<file path="src/rtl/mage_cfg_loader.sv">
// Purpose : streams a Mage-CGRA config image (32-bit words) into consecutive register-bus writes from a base address.
// Latency : start -> first reg_valid_o in 2 cycles; 2 cycles/word (3 with readback); done_o one cycle after the last completion.
// Backpr. : cfg_ready_o only in FETCH; a bus request holds addr/data/valid until reg_ready_i. Optional readback: MAGE_CFG_LOADER_READBACK_EN.
module mage_cfg_loader #(
  parameter int AW = 32,
  parameter int CW = 10
) (
  input  logic          clk_i,
  input  logic          rst_i,
  input  logic          start_i,
  input  logic          abort_i,
  input  logic [AW-1:0] base_addr_i,
  input  logic [CW-1:0] num_words_i,
  output logic          busy_o,
  output logic          done_o,
  output logic          error_o,
  output logic [CW-1:0] words_done_o,
  input  logic [31:0]   cfg_data_i,
  input  logic          cfg_valid_i,
  output logic          cfg_ready_o,
  output logic [AW-1:0] reg_addr_o,
  output logic [31:0]   reg_wdata_o,
  output logic [3:0]    reg_wstrb_o,
  output logic          reg_write_o,
  output logic          reg_valid_o,
  input  logic          reg_ready_i,
  input  logic          reg_error_i,
  input  logic [31:0]   reg_rdata_i
);

`ifdef MAGE_CFG_LOADER_READBACK_EN
  typedef enum logic [2:0] {
    S_IDLE   = 3'd0,
    S_FETCH  = 3'd1,
    S_WRITE  = 3'd2,
    S_READ   = 3'd3,
    S_FINISH = 3'd4
  } state_e;
`else
  typedef enum logic [2:0] {
    S_IDLE   = 3'd0,
    S_FETCH  = 3'd1,
    S_WRITE  = 3'd2,
    S_FINISH = 3'd4
  } state_e;
`endif

  state_e        state_q, state_d;
  logic [AW-1:0] addr_q, addr_d;
  logic [31:0]   wdata_q, wdata_d;
  logic [CW-1:0] num_q, num_d;
  logic [CW-1:0] cnt_q, cnt_d;
  logic [CW-1:0] cnt_inc;
  logic          err_q, err_d;
  logic          abort_q, abort_d;
  logic          last_word;
  logic          abort_seen;

  assign cnt_inc    = cnt_q + {{(CW-1){1'b0}}, 1'b1};
  // The word being completed is the last one when the count would reach the latched length.
  assign last_word  = (cnt_inc == num_q);
  // An abort raised while a bus request was stalled is remembered until that request completes.
  assign abort_seen = abort_q | abort_i;

`ifdef MAGE_CFG_LOADER_READBACK_EN
  logic rd_match;
  logic unused_base_lsb;
  assign rd_match        = (reg_rdata_i == wdata_q);
  assign unused_base_lsb = ^base_addr_i[1:0];
`else
  // Read data and the byte-offset address bits have no consumer in this build.
  logic unused_inputs;
  assign unused_inputs = ^{reg_rdata_i, base_addr_i[1:0]};
`endif

  // State register
  always_ff @(posedge clk_i) begin
    if (rst_i) begin
      state_q <= S_IDLE;
    end else begin
      state_q <= state_d;
    end
  end

  // Next-state decode
  always_comb begin
    state_d = state_q;
    case (state_q)
      S_IDLE: begin
        if (start_i) begin
          state_d = (num_words_i == '0) ? S_FINISH : S_FETCH;
        end
      end
      S_FETCH: begin
        if (abort_i) begin
          state_d = S_FINISH;
        end else if (cfg_valid_i) begin
          state_d = S_WRITE;
        end
      end
      S_WRITE: begin
        if (reg_ready_i) begin
          if (reg_error_i) begin
            state_d = S_FINISH;
`ifdef MAGE_CFG_LOADER_READBACK_EN
          end else if (abort_seen) begin
            state_d = S_FINISH;
          end else begin
            state_d = S_READ;
          end
`else
          end else if (abort_seen || last_word) begin
            state_d = S_FINISH;
          end else begin
            state_d = S_FETCH;
          end
`endif
        end
      end
`ifdef MAGE_CFG_LOADER_READBACK_EN
      S_READ: begin
        if (reg_ready_i) begin
          if (reg_error_i || !rd_match || abort_seen || last_word) begin
            state_d = S_FINISH;
          end else begin
            state_d = S_FETCH;
          end
        end
      end
`endif
      S_FINISH: state_d = S_IDLE;
      default:  state_d = S_IDLE;
    endcase
  end

  // State-decoded handshake and status outputs
  always_comb begin
    busy_o      = (state_q != S_IDLE);
    done_o      = (state_q == S_FINISH);
    // An abort in FETCH must not let a word slip through in the same cycle.
    cfg_ready_o = (state_q == S_FETCH) && !abort_i;
    reg_valid_o = 1'b0;
    reg_write_o = 1'b0;
    case (state_q)
      S_WRITE: begin
        reg_valid_o = 1'b1;
        reg_write_o = 1'b1;
      end
`ifdef MAGE_CFG_LOADER_READBACK_EN
      S_READ: begin
        reg_valid_o = 1'b1;
      end
`endif
      default: ;
    endcase
  end

  // Datapath next-state: address, captured word, length, progress count and sticky flags
  always_comb begin
    addr_d  = addr_q;
    wdata_d = wdata_q;
    num_d   = num_q;
    cnt_d   = cnt_q;
    err_d   = err_q;
    abort_d = abort_q;
    case (state_q)
      S_IDLE: begin
        if (start_i) begin
          addr_d  = {base_addr_i[AW-1:2], 2'b00};
          num_d   = num_words_i;
          cnt_d   = '0;
          err_d   = 1'b0;
          abort_d = 1'b0;
        end
      end
      S_FETCH: begin
        if (abort_i) begin
          err_d = 1'b1;
        end else if (cfg_valid_i) begin
          wdata_d = cfg_data_i;
        end
      end
      S_WRITE: begin
        if (abort_i) begin
          abort_d = 1'b1;
        end
        if (reg_ready_i) begin
          if (reg_error_i) begin
            err_d = 1'b1;
`ifdef MAGE_CFG_LOADER_READBACK_EN
          end else if (abort_seen) begin
            // Word is written but never verified, so it is not counted.
            err_d = 1'b1;
          end
`else
          end else begin
            // A completed write is counted even when an abort ends the load here.
            cnt_d = cnt_inc;
            if (abort_seen) begin
              err_d = 1'b1;
            end else if (!last_word) begin
              addr_d = addr_q + AW'(4);
            end
          end
`endif
        end
      end
`ifdef MAGE_CFG_LOADER_READBACK_EN
      S_READ: begin
        if (abort_i) begin
          abort_d = 1'b1;
        end
        if (reg_ready_i) begin
          if (reg_error_i || !rd_match) begin
            err_d = 1'b1;
          end else begin
            cnt_d = cnt_inc;
            if (abort_seen) begin
              err_d = 1'b1;
            end else if (!last_word) begin
              addr_d = addr_q + AW'(4);
            end
          end
        end
      end
`endif
      default: ;
    endcase
  end

  // Datapath registers
  always_ff @(posedge clk_i) begin
    if (rst_i) begin
      addr_q  <= '0;
      wdata_q <= '0;
      num_q   <= '0;
      cnt_q   <= '0;
      err_q   <= 1'b0;
      abort_q <= 1'b0;
    end else begin
      addr_q  <= addr_d;
      wdata_q <= wdata_d;
      num_q   <= num_d;
      cnt_q   <= cnt_d;
      err_q   <= err_d;
      abort_q <= abort_d;
    end
  end

  assign error_o      = err_q;
  assign words_done_o = cnt_q;
  assign reg_addr_o   = addr_q;
  assign reg_wdata_o  = wdata_q;
  assign reg_wstrb_o  = 4'hF;

endmodule

</file>
<file path="config.mk">
export PLATFORM = sky130hd
export DESIGN_NAME = mage_cfg_loader
export DESIGN_NICKNAME = d
export VERILOG_FILES = /design/src/rtl/mage_cfg_loader.sv
export SDC_FILE = /design/constraint.sdc
export NUM_CORES = 1
export LEC_CHECK = 0
export ABC_CLOCK_PERIOD_IN_PS = 3550
export CAP_MARGIN = 20
export CORE_MARGIN = 10
export CORE_UTILIZATION = 46
export CTS_CLUSTER_SIZE = 28
export DETAILED_ROUTE_END_ITERATION = 8
export GPL_TIMING_DRIVEN = 0
export PLACE_DENSITY = 0.92
export REMOVE_ABC_BUFFERS = 1
export SYNTH_ARGS = -nofsm -noshare
export SYNTH_HDL_FRONTEND = slang
export SYNTH_SLANG_ARGS = --single-unit
</file>
<file path="constraint.sdc">
create_clock -name clk_i -period 3.55 [get_ports clk_i]
set_input_delay 0.71 -clock clk_i [delete_from_list [all_inputs] [get_ports clk_i]]
set_output_delay 0.71 -clock clk_i [all_outputs]
set_load 0.01 [all_outputs]
</file>
==> flow_metrics.env, run 1 <==
export IMPL_rows=36
export IMPL_ys_warnings_count=0
export IMPL_grt_pass1_wl_um=23600
export IMPL_critical_path_arrival_ps=2550
export IMPL_clkSinkCount=87
export IMPL_portBuffers=156
export IMPL_worstSetupEndpointType="output port"
export IMPL_synth_top_area_share_pct=38.5
export IMPL_synthTopCellsByArea="dfxtp_1, a21oi_1, nand2_1"
export IMPL_setup_viol_count_final=0
export IMPL_p_seq_share_pct=45.8
export IMPL_status="finished, final reports clean"
export IMPL_vias=4943
export IMPL_area_growth_pct=39.2
export IMPL_tightest_slew_ps=902
export IMPL_synth_seq_cells=87
export IMPL_via_per_inst=5.68
export IMPL_rsz0062_at_grt="no"
export IMPL_start_kind="register"
export IMPL_instances_no_fill=871
export IMPL_holdWs_ps=456
export IMPL_postSynthAreaPerCell_um2=7.41
export IMPL_synth_edff_count=0
export IMPL_crit_path_max_fanout=33
export IMPL_drtPass1Iterations=6
export IMPL_async_flop_share_pct=0
export IMPL_ir_drop_uv=213
export IMPL_required_ps=2840
export IMPL_drive_gt1_share_pct=5.15
export IMPL_p_int_uw=1710
export IMPL_post_place_ws_ps=-36.7
export IMPL_fin_worst_skew_ps=16.8
export IMPL_post_cts_setup_buffers=0
export IMPL_final_cell_mix="clkdlybuf4s50_1, nand2_1, a21oi_1, dfxtp_1, nor2_1"
export IMPL_holdPathStages=2
export IMPL_gp_congestion=0.913
export IMPL_fin_util_pct=65.0
export IMPL_htreeDepth=3
export IMPL_clk_pin_slew_worst_paths_ps=80
export IMPL_fin_ws_ps=294
export IMPL_syn_area_um2=4520
export IMPL_cts_tree="yes"
export IMPL_postRouteAntennaNets=0
export IMPL_cts_made_buffers=9
export IMPL_drtIter0Drc=437
export IMPL_synthCells=610
export IMPL_die_x_um=119
export IMPL_drc=0
export IMPL_synthFlopType="dfxtp_1"
export IMPL_postCtsHoldBufs=0
export IMPL_io_pins=197
export IMPL_dp_cells=854
export IMPL_period_needed_ps=3260
export IMPL_yosysSeqAreaShare_pct=38.5
export IMPL_clockBufferDepth=2
export IMPL_grt_pass1_vias=4776
export IMPL_nets=849
export IMPL_yosysTopAreaCell="dfxtp_1"
export IMPL_p_comb_share_pct=26.2
export IMPL_gr_total_overflow=0
export IMPL_switchingPower_uw=792
export IMPL_grt_total_usage_pct=19.3
export IMPL_criticalPathCategory="register to output port"
export IMPL_finalHoldViolations=0
export IMPL_swShare_pct=31.6
export IMPL_initial_core_util_pct=46.7
export IMPL_cellPowerDensity_nw_per_um2=398
export IMPL_die_y_um=119
export IMPL_wl_per_cell_um=16.6
export IMPL_synth_distinct_cells=58
export IMPL_final_common_cell="clkdlybuf4s50_1"
export IMPL_worst_skew_pair_late_latency_ps=350
export IMPL_n_antenna_cell=0
export IMPL_max_freq_mhz=307
export IMPL_dieArea_um2=14200
export IMPL_slew_limit_headroom_pct=39.9
export IMPL_maxCapViolCount=0
export IMPL_drt_total_wl_um=14500
export IMPL_root_buffer="clkbuf_8"
export IMPL_hp_class="register to register"
export IMPL_clockPowerShare_pct=28.0
export IMPL_place_area_um2=6030
export IMPL_antenna_found_initial=0
export IMPL_dpl_hpwl_um=10600
export IMPL_nFillCells=791
export IMPL_grt_max_degree=85
export IMPL_p_leak_uw=0.00216
export IMPL_drv_slew=0
export IMPL_r2r_cells=7
export IMPL_coreArea_um2=9680
export IMPL_period_share_pct=91.7
export IMPL_stdcell_area_um2=6290
## cell type report
type | instances | area, um^2 | share of cell area (%)
inverter | 9 | 37.5 | 0.596
sequential | 87 | 1740 | 27.7
tap | 133 | 166 | 2.64
clock buffer | 9 | 124 | 1.97
timing repair buffer | 159 | 1630 | 26.0
multi-input combinational | 468 | 2520 | 40.0
clock inverter | 6 | 71.3 | 1.13
## path summary, 6_finish.rpt
kind	endpoint	slack, ps	from
min reg2reg	reg_wdata_o[22]$_SDFFE_PP0P_	460	reg_wdata_o[22]$_SDFFE_PP0P_
max	reg_write_o	290	state_q[0]$_SDFFE_PP0P_
min	reg_wdata_o[22]$_SDFFE_PP0P_	460	reg_wdata_o[22]$_SDFFE_PP0P_
max reg2reg	reg_addr_o[5]$_SDFFE_PP0P_	510	words_done_o[2]$_SDFFE_PP0P_
## sequential cells by signal (all words and copies together), names as in the netlist
register / flops
words_done_o: 10
num_q: 10
abort_q: 1
reg_wdata_o: 32
state_q: 3
reg_addr_o: 30
error_o: 1
## repair_timing
action / CTS / global route
endpoints found under the setup margin: 0 / 4
endpoints found under the hold margin: 0 / 0
resized for setup: 0 / 2
## per-stage QoR
stage	power [uW]	setup TNS (ps)
floorplan	1460	-4290
detailed placement	1810	-216
global route	2630	0
global placement	1780	-48470
finish	2510	0
CTS	2500	0
## power by group through the flow
stage / logic [uW] / registers (uW) / clock network, uW
floorplan: 286 / 1180 / 0
global placement: 623 / 1160 / 0
detailed placement: 643 / 1170 / 0
CTS: 646 / 1140 / 715
global route: 716 / 1160 / 753
finish: 657 / 1150 / 702
## cells by family after synthesis
family          share of synthesized area, %
compound gates                          23.8
mux                                    0.720
buf+inv                                 6.34
flops                                   38.5
xor+xnor                                2.32
fa+ha+maj                              0.553
simple gates                            27.6
other cells                            0.166
## critical path, cell delays in order (launching register included)
cell	delay [ps]
dfxtp_1	470
nor2_1	130
nand2_2	320
clkinvlp_4	610
clkdlybuf4s50_1	670
## synthesized netlist by cell type, types with 2 or more instances
cell type and count:
nand4b_1 2, xnor2_1 5, inv_1 9, buf_4 10, and2_1 3, a21o_1 2, buf_1 5, conb_1 2
nand4_1 5, a31oi_1 9, nor4b_1 2, nand3_1 17, o31ai_1 5, or3_1 5, nor3b_1 2, o311ai_0 2
buf_6 3, a21oi_1 106, o32ai_1 8, nand2b_1 4, nor2_1 32, o221a_1 4, nand2_1 126, mux2_2 2
o211ai_1 4, buf_2 3, nor2b_1 4, clkbuf_1 28, o21ai_1 3, nor4_1 9, dfxtp_1 87, or4_1 3
ha_1 2, o21ai_0 25, nor3_1 20, a211oi_1 3, and3_1 10, and4_1 4, or2_2 10, xor2_1 7
## layer usage
| metal | GRT usage (%) | share of wire [%] | up-vias |
|---|---|---|---|
| met1 | 21.8 | 39 | 2280 |
| met4 | 6.64 | 2.1 | 0 |
| li1 | - | - | 2399 |
| met2 | 33.3 | 49 | 237 |
| met3 | 6.61 | 9.8 | 27 |
| met5 | 0 | 0 | - |
Note: power is estimated with default switching activity, not from simulation.
==> run 2, diff against run 1 <==
Settings changed: CORE_MARGIN 10 to 5, SETUP_SLACK_MARGIN set to 0.1, SLEW_MARGIN set to 20.
==> run 2 against run 1 <==
  * Clock skew shrank 6.6 ps
  * Total power shrank 0.73%
  * Count of clock-buffer cells in the layout grew 2
  * First-iteration DRC count shrank 24%
  * Final cell count grew 0.23%
  * Clock power shrank 4.7%
  * Sequential share of layout area is essentially flat
  * Wire length shrank 2.8%
  * Combinational power grew 2%
  * Final area shrank 0.18%
  * Register-to-register slack lost 40 ps
  * Largest cell class unchanged
==> flow_metrics.env, run 2 (synthesis results as in run 1) <==
export IMPL_largest_reg_flops=32
export IMPL_min_to="reg_wdata_o[28]$_SDFFE_PP0P_"
export IMPL_crit_path_max_fanout=40
export IMPL_max_stage_delay_ps=470
export IMPL_hp_class="register to register"
export IMPL_reg2reg_from="words_done_o[2]$_SDFFE_PP0P_"
export IMPL_portBuffers=156
export IMPL_drive_gt1_share_pct=5.27
export IMPL_ir_drop_uv=282
export IMPL_drc=0
export IMPL_antenna_found_initial=0
export IMPL_clockPowerShare_pct=26.9
export IMPL_multi_input_area_um2=2510
export IMPL_p_seq_share_pct=46.2
export IMPL_worstSetupEndpointType="register"
export IMPL_period_needed_ps=3180
export IMPL_critPathMostFrequentCell="or2_2"
export IMPL_dpl_hpwl_um=10200
export IMPL_wl_per_cell_um=16.1
export IMPL_postRouteAntennaNets=0
export IMPL_start_kind="input port"
export IMPL_fin_worst_skew_ps=10.2
export IMPL_die_y_um=109
export IMPL_gp_congestion=0.884
export IMPL_reg2reg_setup_slack_ps=470
export IMPL_power_uw=2490
export IMPL_grt_pass1_vias=4855
export IMPL_tightest_slew_ps=758
export IMPL_coreArea_um2=9680
export IMPL_vias=4998
export IMPL_drt_total_wl_um=14100
export IMPL_dieArea_um2=11900
export IMPL_crit_path_top_delay_cell="clkdlybuf4s50_1"
export IMPL_worst_skew_pair_late_latency_ps=360
export IMPL_r2r_cells=8
export IMPL_nFillCells=804
export IMPL_drtIter0Drc=330
export IMPL_fin_util_pct=64.9
export IMPL_holdPathStages=2
export IMPL_period_share_pct=89.4
export IMPL_final_cell_mix="clkdlybuf4s50_1, nand2_1, a21oi_1, dfxtp_1, nor2_1"
export IMPL_switchingPower_uw=776
export IMPL_root_buffer="clkbuf_8"
export IMPL_cellPowerDensity_nw_per_um2=396
export IMPL_swShare_pct=31.2
export IMPL_clk_pin_slew_worst_paths_ps=90
export IMPL_grt_pass1_wl_um=22700
export IMPL_worstReg2RegEnd="reg_addr_o[20]$_SDFFE_PP0P_"
export IMPL_p_comb_share_pct=26.9
export IMPL_required_ps=3850
export IMPL_drv_slew=0
export IMPL_finalHoldViolations=0
export IMPL_rsz0062_at_grt="no"
export IMPL_seq_area_um2=1740
export IMPL_rows=36
export IMPL_cts_tree="yes"
export IMPL_area_growth_pct=39.0
export IMPL_clockBufferDepth=2
export IMPL_max_freq_mhz=315
export IMPL_p_int_uw=1710
export IMPL_grt_max_degree=66
export IMPL_via_per_inst=5.73
export IMPL_worstHoldStart="reg_wdata_o[28]$_SDFFE_PP0P_"
export IMPL_setup_viol_count_final=0
export IMPL_io_pins=197
export IMPL_initial_core_util_pct=46.7
export IMPL_cp_cell_sequence="clkdlybuf4s50_1, nor2b_1, mux2_2, nand2_1, or2_2, a31o_2, buf_12, or2_2, a21oi_1"
export IMPL_status="finished, final reports clean"
export IMPL_die_x_um=109
export IMPL_gr_total_overflow=0
export IMPL_grt_total_usage_pct=23.5
export IMPL_slew_limit_headroom_pct=49.0
export IMPL_htreeDepth=3
export IMPL_criticalPathCategory="input port to register"
export IMPL_p_leak_uw=0.00216
export IMPL_drtPass1Iterations=5
export IMPL_nets=851
export IMPL_final_common_cell="clkdlybuf4s50_1"
export IMPL_cts_made_buffers=9
export IMPL_clkSinkCount=87
export IMPL_critical_path_arrival_ps=3470
export IMPL_maxCapViolCount=0
export IMPL_n_antenna_cell=0
==> run 2: changes by cell type in the layout (fill, tap and decap cells not counted), sizes merged <==
cell / delta
inv: -1
buf: +1
clkbuf: +2
==> run 2: worst max-delay path by stage <==
stage,start,to,slack [ps]
floorplan,state_q[0]$_SDFFE_PP0P_,reg_addr_o[22]$_SDFFE_PP0P_,-240
global placement,rst_i,reg_addr_o[23]$_SDFFE_PP0P_,-1420
detailed placement,reg_ready_i,reg_addr_o[17]$_SDFFE_PP0P_,50
CTS,state_q[0]$_SDFFE_PP0P_,reg_valid_o,210
global route,reg_ready_i,reg_addr_o[25]$_SDFFE_PP0P_,220
finish,reg_ready_i,reg_addr_o[17]$_SDFFE_PP0P_,370
==> run 2: routing by layer <==
metal  GRT usage [%]  wire length (um)
met2            39.6              6920
met5               0                 0
met1            28.0              5460
met4            9.29               340
met3            6.93              1360
==> run 2: layout make-up <==
cell class | instances | share of cell area [%]
inverter | 9 | 0.597
clock buffer | 11 | 2.09
tap | 133 | 2.65
sequential | 87 | 27.7
multi-input combinational | 468 | 40.0
timing repair inverter | 1 | 0.0797
timing repair buffer | 160 | 26.1
clock inverter | 4 | 0.757
==> run 2: repair_timing <==
item	in CTS	in global routing
resized for setup	1	0
gates cloned	0	1
setup endpoints to repair	2	2
setup buffers	0	0
hold buffers	0	0
==> run 2: metrics by stage <==
stage               setup TNS (ps)  std cells  area, um^2  hold slack (ps)  setup WS (ps)
finish                           0        873        6280              458            375
CTS                              0        871        6260              458            209
floorplan                    -4290        564        4280              439           -243
global route                     0        873        6280              480            220
global placement            -48340        853        6010              441          -1420
detailed placement               0        856        6080              449           51.2
==> run 2: critical path: cells and delay by family <==
kind                   cells  cell delay, ps
AOI/OAI and AO/OA          2             490
buffers and inverters      2             690
muxes                      1             240
and+or+nand+nor            4            1330
==> run 2: power groups by stage <==
stage / clock network (uW) / logic, uW / registers, uW
after floorplan: 0 / 286 / 1180
after global placement: 0 / 616 / 1160
after detailed placement: 0 / 656 / 1170
after CTS: 682 / 661 / 1150
after global routing: 736 / 724 / 1160
final: 669 / 668 / 1150
==> run 3, diff against run 2 <==
Settings changed: CELL_PAD_IN_SITES_DETAIL_PLACEMENT set to 0, CELL_PAD_IN_SITES_GLOBAL_PLACEMENT set to 1, CORE_UTILIZATION 46 to 32, PLACE_DENSITY 0.92 to 0.93.
==> run 3 against run 2 <==
  * Final area grew 3.1%
  * Total power up 14%
  * Worst setup slack lost 36 ps
  * Flip-flop and latch count unchanged
  * Critical endpoint is now reg_addr_o[14]$_SDFFE_PP0P_
  * Sequential power about the same
  * First-iteration DRC count shrank 22%
  * Highest routed layer unchanged
  * Register-to-register slack got worse by 130 ps
  * Critical path depth decreased by 1
  * Sequential share of layout area is 0.84 points lower
  * Maximum frequency decreased by 1.1%
  * Count of clock-buffer cells in the layout shrank 1
  * Combinational power barely moved
==> flow_metrics.env, run 3 (synthesis results as in run 1) <==
export IMPL_status="finished, final reports clean"
export IMPL_max_stage_delay_ps=600
export IMPL_area_growth_pct=43.3
export IMPL_n_antenna_cell=0
export IMPL_drc=0
export IMPL_multi_input_area_um2=2520
export IMPL_drv_slew=0
export IMPL_largest_reg_flops=32
export IMPL_via_per_inst=5.17
export IMPL_grtUsageMet3_pct=5.11
export IMPL_drtPass1Iterations=5
export IMPL_postRouteAntennaNets=0
export IMPL_final_common_cell="clkdlybuf4s50_1"
export IMPL_critical_path_arrival_ps=3440
export IMPL_grt_util_met2_pct=25.2
export IMPL_coreArea_um2=13900
export IMPL_drt_total_wl_um=13900
export IMPL_rows=43
export IMPL_grt_total_usage_pct=16.3
export IMPL_fin_util_pct=46.7
export IMPL_crit_path_max_fanout=34
export IMPL_htreeDepth=3
export IMPL_grt_pass1_wl_um=21900
export IMPL_drtIter0Drc=256
export IMPL_dpl_hpwl_um=9560
export IMPL_seq_area_um2=1740
export IMPL_setup_viol_count_final=0
export IMPL_initial_core_util_pct=32.6
export IMPL_gp_congestion=0.771
export IMPL_clk_pin_slew_worst_paths_ps=60
export IMPL_max_freq_mhz=311
export IMPL_grt_busiest_layer="met2"
export IMPL_gr_total_overflow=0
export IMPL_p_leak_uw=0.00222
export IMPL_drive_gt1_share_pct=5.68
export IMPL_finalHoldViolations=0
export IMPL_post_cts_setup_buffers=0
export IMPL_p_comb_share_pct=23.6
export IMPL_nFillCells=1387
export IMPL_worstSetupEndpointType="register"
export IMPL_cts_made_buffers=9
export IMPL_start_kind="register"
export IMPL_swShare_pct=28.9
export IMPL_die_x_um=129
export IMPL_hp_class="register to register"
export IMPL_io_pins=197
export IMPL_fin_worst_skew_ps=10.1
export IMPL_cellPowerDensity_nw_per_um2=437
export IMPL_wl_per_cell_um=15.2
export IMPL_portBuffers=156
export IMPL_stdcell_area_um2=6480
export IMPL_clockPowerShare_pct=35.8
export IMPL_worst_skew_pair_late_latency_ps=340
export IMPL_crit_path_top_delay_cell="dfxtp_1"
export IMPL_nets=850
export IMPL_maxCapViolCount=0
export IMPL_period_share_pct=90.4
export IMPL_period_needed_ps=3210
export IMPL_ir_drop_uv=261
export IMPL_place_area_um2=6150
export IMPL_p_seq_share_pct=40.6
export IMPL_final_cell_mix="clkdlybuf4s50_1, nand2_1, a21oi_1, dfxtp_1, nor2_1"
export IMPL_clockBufferDepth=2
export IMPL_die_y_um=129
export IMPL_clkSinkCount=87
export IMPL_holdWs_ps=453
export IMPL_rsz0062_at_grt="no"
export IMPL_root_buffer="clkbuf_16"
export IMPL_antenna_found_initial=0
export IMPL_tightest_slew_ps=847
export IMPL_criticalPathCategory="register to register"
export IMPL_dieArea_um2=16600
export IMPL_p_int_uw=2010
export IMPL_required_ps=3780
export IMPL_cp_cell_sequence="nand3_4, or3_1, a2111o_1, nor4_2, a31o_2, buf_16, a21oi_1, o221a_1"
export IMPL_grt_pass1_vias=4384
export IMPL_grt_max_degree=58
export IMPL_cts_tree="yes"
export IMPL_grt_use_met1_pct=21.4
export IMPL_switchingPower_uw=819
export IMPL_slew_limit_headroom_pct=43.0
export IMPL_vias=4760
==> run 3: final cells by class <==
cell class                 count  share of cell area (%)
timing repair buffer         159                    25.2
clock inverter                 6                    1.31
sequential                    87                    26.9
inverter                       9                   0.579
multi-input combinational    468                    38.9
timing repair inverter         1                  0.0772
clock buffer                  10                    3.53
tap                          180                    3.48
==> run 3: path summary, 6_finish.rpt <==
path                                                   start                      endpoint  slack (ps)  depth (start not counted)
worst min-delay path            reg_wdata_o[14]$_SDFFE_PP0P_  reg_wdata_o[14]$_SDFFE_PP0P_         450                          2
worst min register to register  reg_wdata_o[14]$_SDFFE_PP0P_  reg_wdata_o[14]$_SDFFE_PP0P_         450                          2
worst max-delay path            words_done_o[2]$_SDFFE_PP0P_   reg_addr_o[14]$_SDFFE_PP0P_         340                          8
worst max register to register  words_done_o[2]$_SDFFE_PP0P_   reg_addr_o[14]$_SDFFE_PP0P_         340                          8
==> run 3: power by group through the flow <==
stage | Combinational, uW | Clock [uW] | Sequential [uW]
final | 666 | 1010 | 1150
after global routing | 730 | 1090 | 1160
after CTS | 668 | 1040 | 1150
after detailed placement | 658 | 0 | 1170
after global placement | 637 | 0 | 1170
after floorplan | 286 | 0 | 1180
==> run 3: timing repair <==
| item | in CTS | in global routing |
|---|---|---|
| cloned | 1 | 0 |
| gates resized for setup | 1 | 2 |
| hold buffers | 0 | 0 |
| setup endpoints to repair | 2 | 6 |
==> run 3: per-layer routing <==
metal | routed length, um | up-vias
met4 | 245 | 0
met1 | 6400 | 2205
li1 | - | 2406
met5 | 0 | -
met3 | 1100 | 16
met2 | 6200 | 133
==> run 3: through the flow <==
stage / setup WS, ps / total power (uW) / TNS (ps) / instances
6_report: 339 / 2830 / 0 / 920
5_1_grt: 172 / 2980 / 0 / 920
4_1_cts: 221 / 2860 / 0 / 920
3_5_place_dp: -81.5 / 1830 / -398 / 903
3_3_place_gp: -1950 / 1810 / -77290 / 900
2_1_floorplan: -243 / 1460 / -4290 / 564
==> run 3: critical path, delay by kind of cell (launching register included) <==
kind,cells,cell delay (ps)
AND/OR/NAND/NOR,3,970
buffers and inverters,1,240
flip-flops,1,600
AO/OA/AOI/OAI,4,1280
==> RTL change 1: new RTL, flow settings as in run 3 <==
Set the parameter `CW` to 20 (it was 10).
--- a/src/rtl/mage_cfg_loader.sv
+++ b/src/rtl/mage_cfg_loader.sv
@@ -3,7 +3,7 @@
 // Backpr. : cfg_ready_o only in FETCH; a bus request holds addr/data/valid until reg_ready_i. Optional readback: MAGE_CFG_LOADER_READBACK_EN.
 module mage_cfg_loader #(
   parameter int AW = 32,
-  parameter int CW = 10
+  parameter int CW = 20
 ) (
   input  logic          clk_i,
   input  logic          rst_i,
Ports: changed (resized num_words_i and words_done_o); port bits go from 197 to 217. The function was not compared with the original's and may differ.
==> RTL change 1 against run 3 <==
  * Total power grew 27%
  * Synthesized area increased by 28%
  * Sequential power up 28%
  * Sequential cell count increased by 20
  * Largest power group unchanged
  * Design area up 24%
  * Setup slack worse by 0.11 ns
  * Clock skew fell by 0.0018 ns
  * Critical endpoint is now cfg_ready_o
  * Worst hold slack improved by 0.0018 ns
  * Clock power up 4%
  * Combinational power grew 62%
  * Sequential share of layout area down 0.089 points
  * Routed wire length grew 35%
==> RTL change 1: results (changes against run 3) <==
[route]
wl_um = 18800  ; +35%
vias = 6168  ; +30%
drt_pass1_iterations = 5  ; unchanged
drtIter0Drc = 285  ; +11%

[layout]
drive_gt1_share_pct = 5.24  ; -0.44 points
fill_cells = 1844  ; +33%
final_cells = 1165  ; +27%
multiInputGateArea_mm2 = 0.00337  ; +34%
antenna_cells = 0  ; unchanged
largest_register_ffs = 32  ; unchanged

[setup_path]
cp.arrival_ns = 2.61  ; -0.83 ns
slowest_stage = clkdlybuf4s50_1
startpoint = abort_i
cpPeakStageDelay_ns = 0.69  ; +0.09 ns
timing.rr.start = words_done_o[0]
cp_top_family = buffers and inverters
crit_fanout = 6  ; -82%

[synthesis]
async_flop_share_pct = 0  ; unchanged
synth_adder_area_share_pct = 0.433  ; -0.12 points
ys_types = 59  ; +1.7%
synth.avg_cell_area_um2 = 7.24  ; -2.3%
synth.area.top_cells = dfxtp_1 (37%), nand2_1 (11%), a21oi_1 (10%), nor2_1 (3.8%), nor3_1 (2.9%)
muxShareOfSynthArea_pct = 0.346  ; -0.37 points
synth_compound_area_share_pct = 22.2  ; -1.6 points
synth-seq-area-share_pct = 37.0  ; -1.5 points
synth_common_cells = nand2_1 (173), a21oi_1 (118), dfxtp_1 (107)
ys.flop_type = dfxtp_1
ys_warn_count = 0  ; unchanged
yosys.area_share.xor_xnor_pct = 3.03  ; +0.70 points

[cts]
cts_htree_levels = 3  ; unchanged
clock-root-buffer = clkbuf_16
clk_latency_ns = 0.36  ; +0.02 ns
numCtsBuffers = 9  ; unchanged
cts_max_path_buffers = 2  ; unchanged
clkTransAtPathRegs_ns = 0.07

[placement]
dp_slack_ns = -0.0871  ; -0.00568 ns
dp.cells = 1147  ; +27%
routabilityCongestion = 0.856  ; +11%
port_buffers = 176  ; +13%
hpwl_um = 13200  ; +38%
dpl_cell_area_mm2 = 0.00767  ; +25%

[grt]
grt_pass1_wl_um = 29400  ; +34%
grt_pass1_vias = 5735  ; +31%
grt_max_degree = 72  ; +24%
grt_antenna_before_repair = 0  ; unchanged
grt.total_usage_pct = 17.4  ; +1.1 points

[status]
status = complete, no violations

[power_and_ir_drop]
leakage_uw = 0.00262  ; +18%
max-vdd-ir-drop_mv = 0.260  ; -0.20%
p_int_uw = 2410  ; +20%

[worst_hold_path]
hold_start = reg_wdata_o[22]
holdCritPathClass = reg -> reg

[sta]
slew_headroom_pct = 41.1  ; -1.9 points
clock_skew_ns = 0.00824  ; -0.00183 ns

[RTL change 1: changes by cell type after synthesis, moves of 5 or more]
cell and change:
a21oi_1 +12, a22oi_1 +7, a311oi_1 +5, buf_2 +11
clkbuf_1 +13, dfxtp_1 +20, nand2_1 +47, nand3_1 +5
nand4_1 +7, nor2_1 +27, nor3_1 +14, o32ai_1 +6
or3_1 +5, xnor2_1 +10
[RTL change 1: layer usage]
metal / share of wire (%) / vias to the layer above / track usage (%)
met5: 0 / - / 0
met3: 8.1 / 18 / 5.69
met2: 47 / 184 / 28.6
li1: - / 3089 / -
met1: 43 / 2877 / 21.8
met4: 1.4 / 0 / 5.01
[RTL change 1: layout make-up]
cell class / instances / area share, %
clock inverter: 5 / 0.782
inverter: 6 / 0.328
sequential: 107 / 26.8
tap: 229 / 3.58
clock buffer: 11 / 3.03
timing repair buffer: 183 / 23.3
timing repair inverter: 1 / 0.0625
multi-input combinational: 623 / 42.1
[RTL change 1: power by group through the flow]
stage	clock [uW]	sequential [uW]	combinational, uW
after floorplan	0	1500	507
after global placement	0	1490	995
after detailed placement	0	1490	1060
after CTS	1080	1470	1080
after global routing	1120	1490	1190
final	1050	1470	1080
[RTL change 1: what timing repair did]
item / in CTS / in global routing
setup endpoints to repair: 19 / 20
resized for setup: 2 / 3
setup buffers: 1 / 0
hold endpoints to repair: 0 / 0
pin swaps: 1 / 0
gates cloned: 1 / 0
[RTL change 1: final timing paths]
check | to | slack [ns] | cells after the start
worst max-delay path | cfg_ready_o | 0.23 | 3
worst min-delay path | reg_wdata_o[22] | 0.45 | 2
worst max register to register | reg_addr_o[2] | 0.33 | 11
worst min register to register | reg_wdata_o[22] | 0.45 | 2
==> RTL change 2: new RTL, settings of run 3 <==
Without the edit above. Put one more register stage on the output `error_o`, without a reset. The value now appears one clock later. The other outputs are not delayed to match.
--- a/src/rtl/mage_cfg_loader.sv
+++ b/src/rtl/mage_cfg_loader.sv
@@ -247,7 +247,9 @@
     end
   end
 
-  assign error_o      = err_q;
+  always_ff @(posedge clk_i) begin
+    error_o <= err_q;
+  end
   assign words_done_o = cnt_q;
   assign reg_addr_o   = addr_q;
   assign reg_wdata_o  = wdata_q;
Formal check against the unedited RTL: not equivalent (Yosys sat finds a counterexample within 4 cycles, from zero or initial values and one cycle with rst_i high).
==> RTL change 2 against run 3 <==
  * Total power decreased by 2.1%
  * Design area decreased by 0.14%
  * Clock power decreased by 6%
  * Critical path type is now in -> reg
  * Synthesized cell count increased by 0.16%
  * Sequential cell count increased by 1
  * Setup slack improved by 0.059 ns
  * Routed wire length decreased by 0.83%
  * First-iteration DRC count decreased by 9.4%
  * Largest power group unchanged
  * Synthesized area increased by 0.44%
  * Critical endpoint is now reg_addr_o[17]
==> RTL change 2: results (changes against run 3) <==
[sta]
tightest_slew_ns = 0.891  ; +0.0434 ns
clock_skew_ns = 0.0109  ; +0.000872 ns

[cts]
numCtsBuffers = 9  ; unchanged
cts_max_path_buffers = 2  ; unchanged
cts_htree_levels = 3  ; unchanged
clock-root-buffer = clkbuf_16
clk_latency_ns = 0.34  ; about the same
clkTransAtPathRegs_ns = 0.06  ; about the same

[setup_path]
crit_fanout = 42  ; +24%
reg2reg_depth = 8  ; unchanged
cp.arrival_ns = 3.43  ; about the same
regToRegEndpoint = reg_addr_o[20]
rrSetupSlack_ns = 0.49  ; +0.15 ns

[synthesis]
synth-seq-area-share_pct = 38.8  ; +0.27 points
synth_common_cells = nand2_1 (126), a21oi_1 (106), dfxtp_1 (88)
ys_types = 58  ; unchanged
synth.area.top_cells = dfxtp_1 (39%), a21oi_1 (12%), nand2_1 (10%), o21ai_0 (2.8%), nor2_1 (2.6%)
synth.avg_cell_area_um2 = 7.43  ; +0.28%
async_flop_share_pct = 0  ; unchanged
ys_warn_count = 0  ; unchanged

[route]
topRoutingLayerUsed = met4
drt_pass1_iterations = 5  ; unchanged
met1Wirelength_um = 6330  ; -1.2%
route.met2.wl_um = 6310  ; +1.8%
routed-wl-met3_um = 918  ; -17%
avgRoutedWirePerCell_um = 15.0  ; -1.0%
drtIter0Drc = 232  ; -9.4%
vias_per_cell = 5.20  ; +0.50%
wl_um = 13800  ; -0.83%

[layout]
largest_register_ffs = 32  ; unchanged
drive_gt1_share_pct = 5.39  ; -0.28 points
layout.nets = 852  ; +0.24%
antenna_cells = 0  ; unchanged
fill_cells = 1409  ; +1.6%

[worst_hold_path]
hold_depth = 0  ; -2
holdPathEnd = error_o
hold_start = err_q

[placement]
dp.cells = 904  ; +0.11%
port_buffers = 156  ; unchanged
hpwl_um = 9530  ; -0.34%
routabilityCongestion = 0.819  ; +6.3%

[status]
status = complete, no violations

[grt]
grt_antenna_before_repair = 0  ; unchanged
grt_pass1_vias = 4412  ; +0.64%
grt.total_usage_pct = 16.3  ; +0.034 points
grt_max_degree = 68  ; +17%
grt_pass1_wl_um = 22100  ; +0.78%

[power_and_ir_drop]
max-vdd-ir-drop_mv = 0.213  ; -18%
switching_share_pct = 29.6  ; +0.61 points
leakage_uw = 0.00222  ; +0.17%

==> RTL change 2: layout make-up <==
type / count / share of cell area, %
Clock buffer: 11 / 3.60
Multi-Input combinational cell: 468 / 38.9
Clock inverter: 5 / 0.890
Timing Repair Buffer: 160 / 25.3
Sequential cell: 88 / 27.2
Timing Repair inverter: 1 / 0.0774
Tap cell: 180 / 3.48
Inverter: 9 / 0.580
==> RTL change 2: worst max path at each step <==
stage	cells past startpoint	end	slack [ns]	startpoint
floorplan	6	reg_addr_o[22]	-0.24	state_q[0]
global placement	4	reg_addr_o[26]	-1.93	rst_i
detailed placement	9	reg_addr_o[17]	0.08	reg_ready_i
CTS	4	reg_valid_o	0.37	state_q[0]
global route	9	reg_addr_o[27]	0.22	reg_ready_i
finish	9	reg_addr_o[17]	0.40	reg_ready_i
==> RTL change 2: metal layers <==
layer,vias to the layer above,GRT usage [%]
met5,-,0
met1,2200,21.9
met3,16,3.59
li1,2410,-
met4,0,6.30
met2,168,25.6
==> RTL change 2: power by group through the flow <==
stage / Sequential (uW) / Combinational [uW] / Clock [uW]
6_report: 1160 / 658 / 948
2_1_floorplan: 1190 / 286 / 0
4_1_cts: 1160 / 665 / 979
3_5_place_dp: 1180 / 654 / 0
5_1_grt: 1180 / 725 / 1020
3_3_place_gp: 1180 / 637 / 0
==> RTL change 2: timing repair <==
item | 4_1_cts | 5_1_grt
setup endpoints to repair | 2 | 0
gates resized for setup | 1 | 0
buffers inserted | 1 | 0
==> RTL change 2: cell families after synthesis <==
| logic type | Yosys count | share of synthesized area, % |
|---|---|---|
| compound gates | 183 | 23.7 |
| xor+xnor | 12 | 2.31 |
| fa+ha+maj | 2 | 0.551 |
| buf+inv | 59 | 6.31 |
| flops | 88 | 38.8 |
| mux | 3 | 0.716 |
| other cells | 2 | 0.165 |
| simple gates | 262 | 27.4 |
==> RTL change 2: metrics by stage <==
stage / setup WS, ns / hold WS (ns) / total power [uW] / area (um^2) / TNS, ns
floorplan: -0.243 / 0.331 / 1480 / 4300 / -4.29
finish: 0.398 / 0.358 / 2770 / 6470 / 0
CTS: 0.373 / 0.359 / 2810 / 6470 / 0
global route: 0.224 / 0.374 / 2920 / 6470 / 0
detailed placement: 0.0766 / 0.349 / 1840 / 6160 / 0
global placement: -1.93 / 0.343 / 1820 / 6090 / -78.73
==> RTL change 2: critical path, cell delays in order <==
cell	delay [ns]
clkdlybuf4s50_1	0.48
nor2b_1	0.35
mux2_2	0.23
nand2_1	0.24
or2_2	0.41
a31o_2	0.34
buf_12	0.22
or2_2	0.30
a21oi_1	0.13
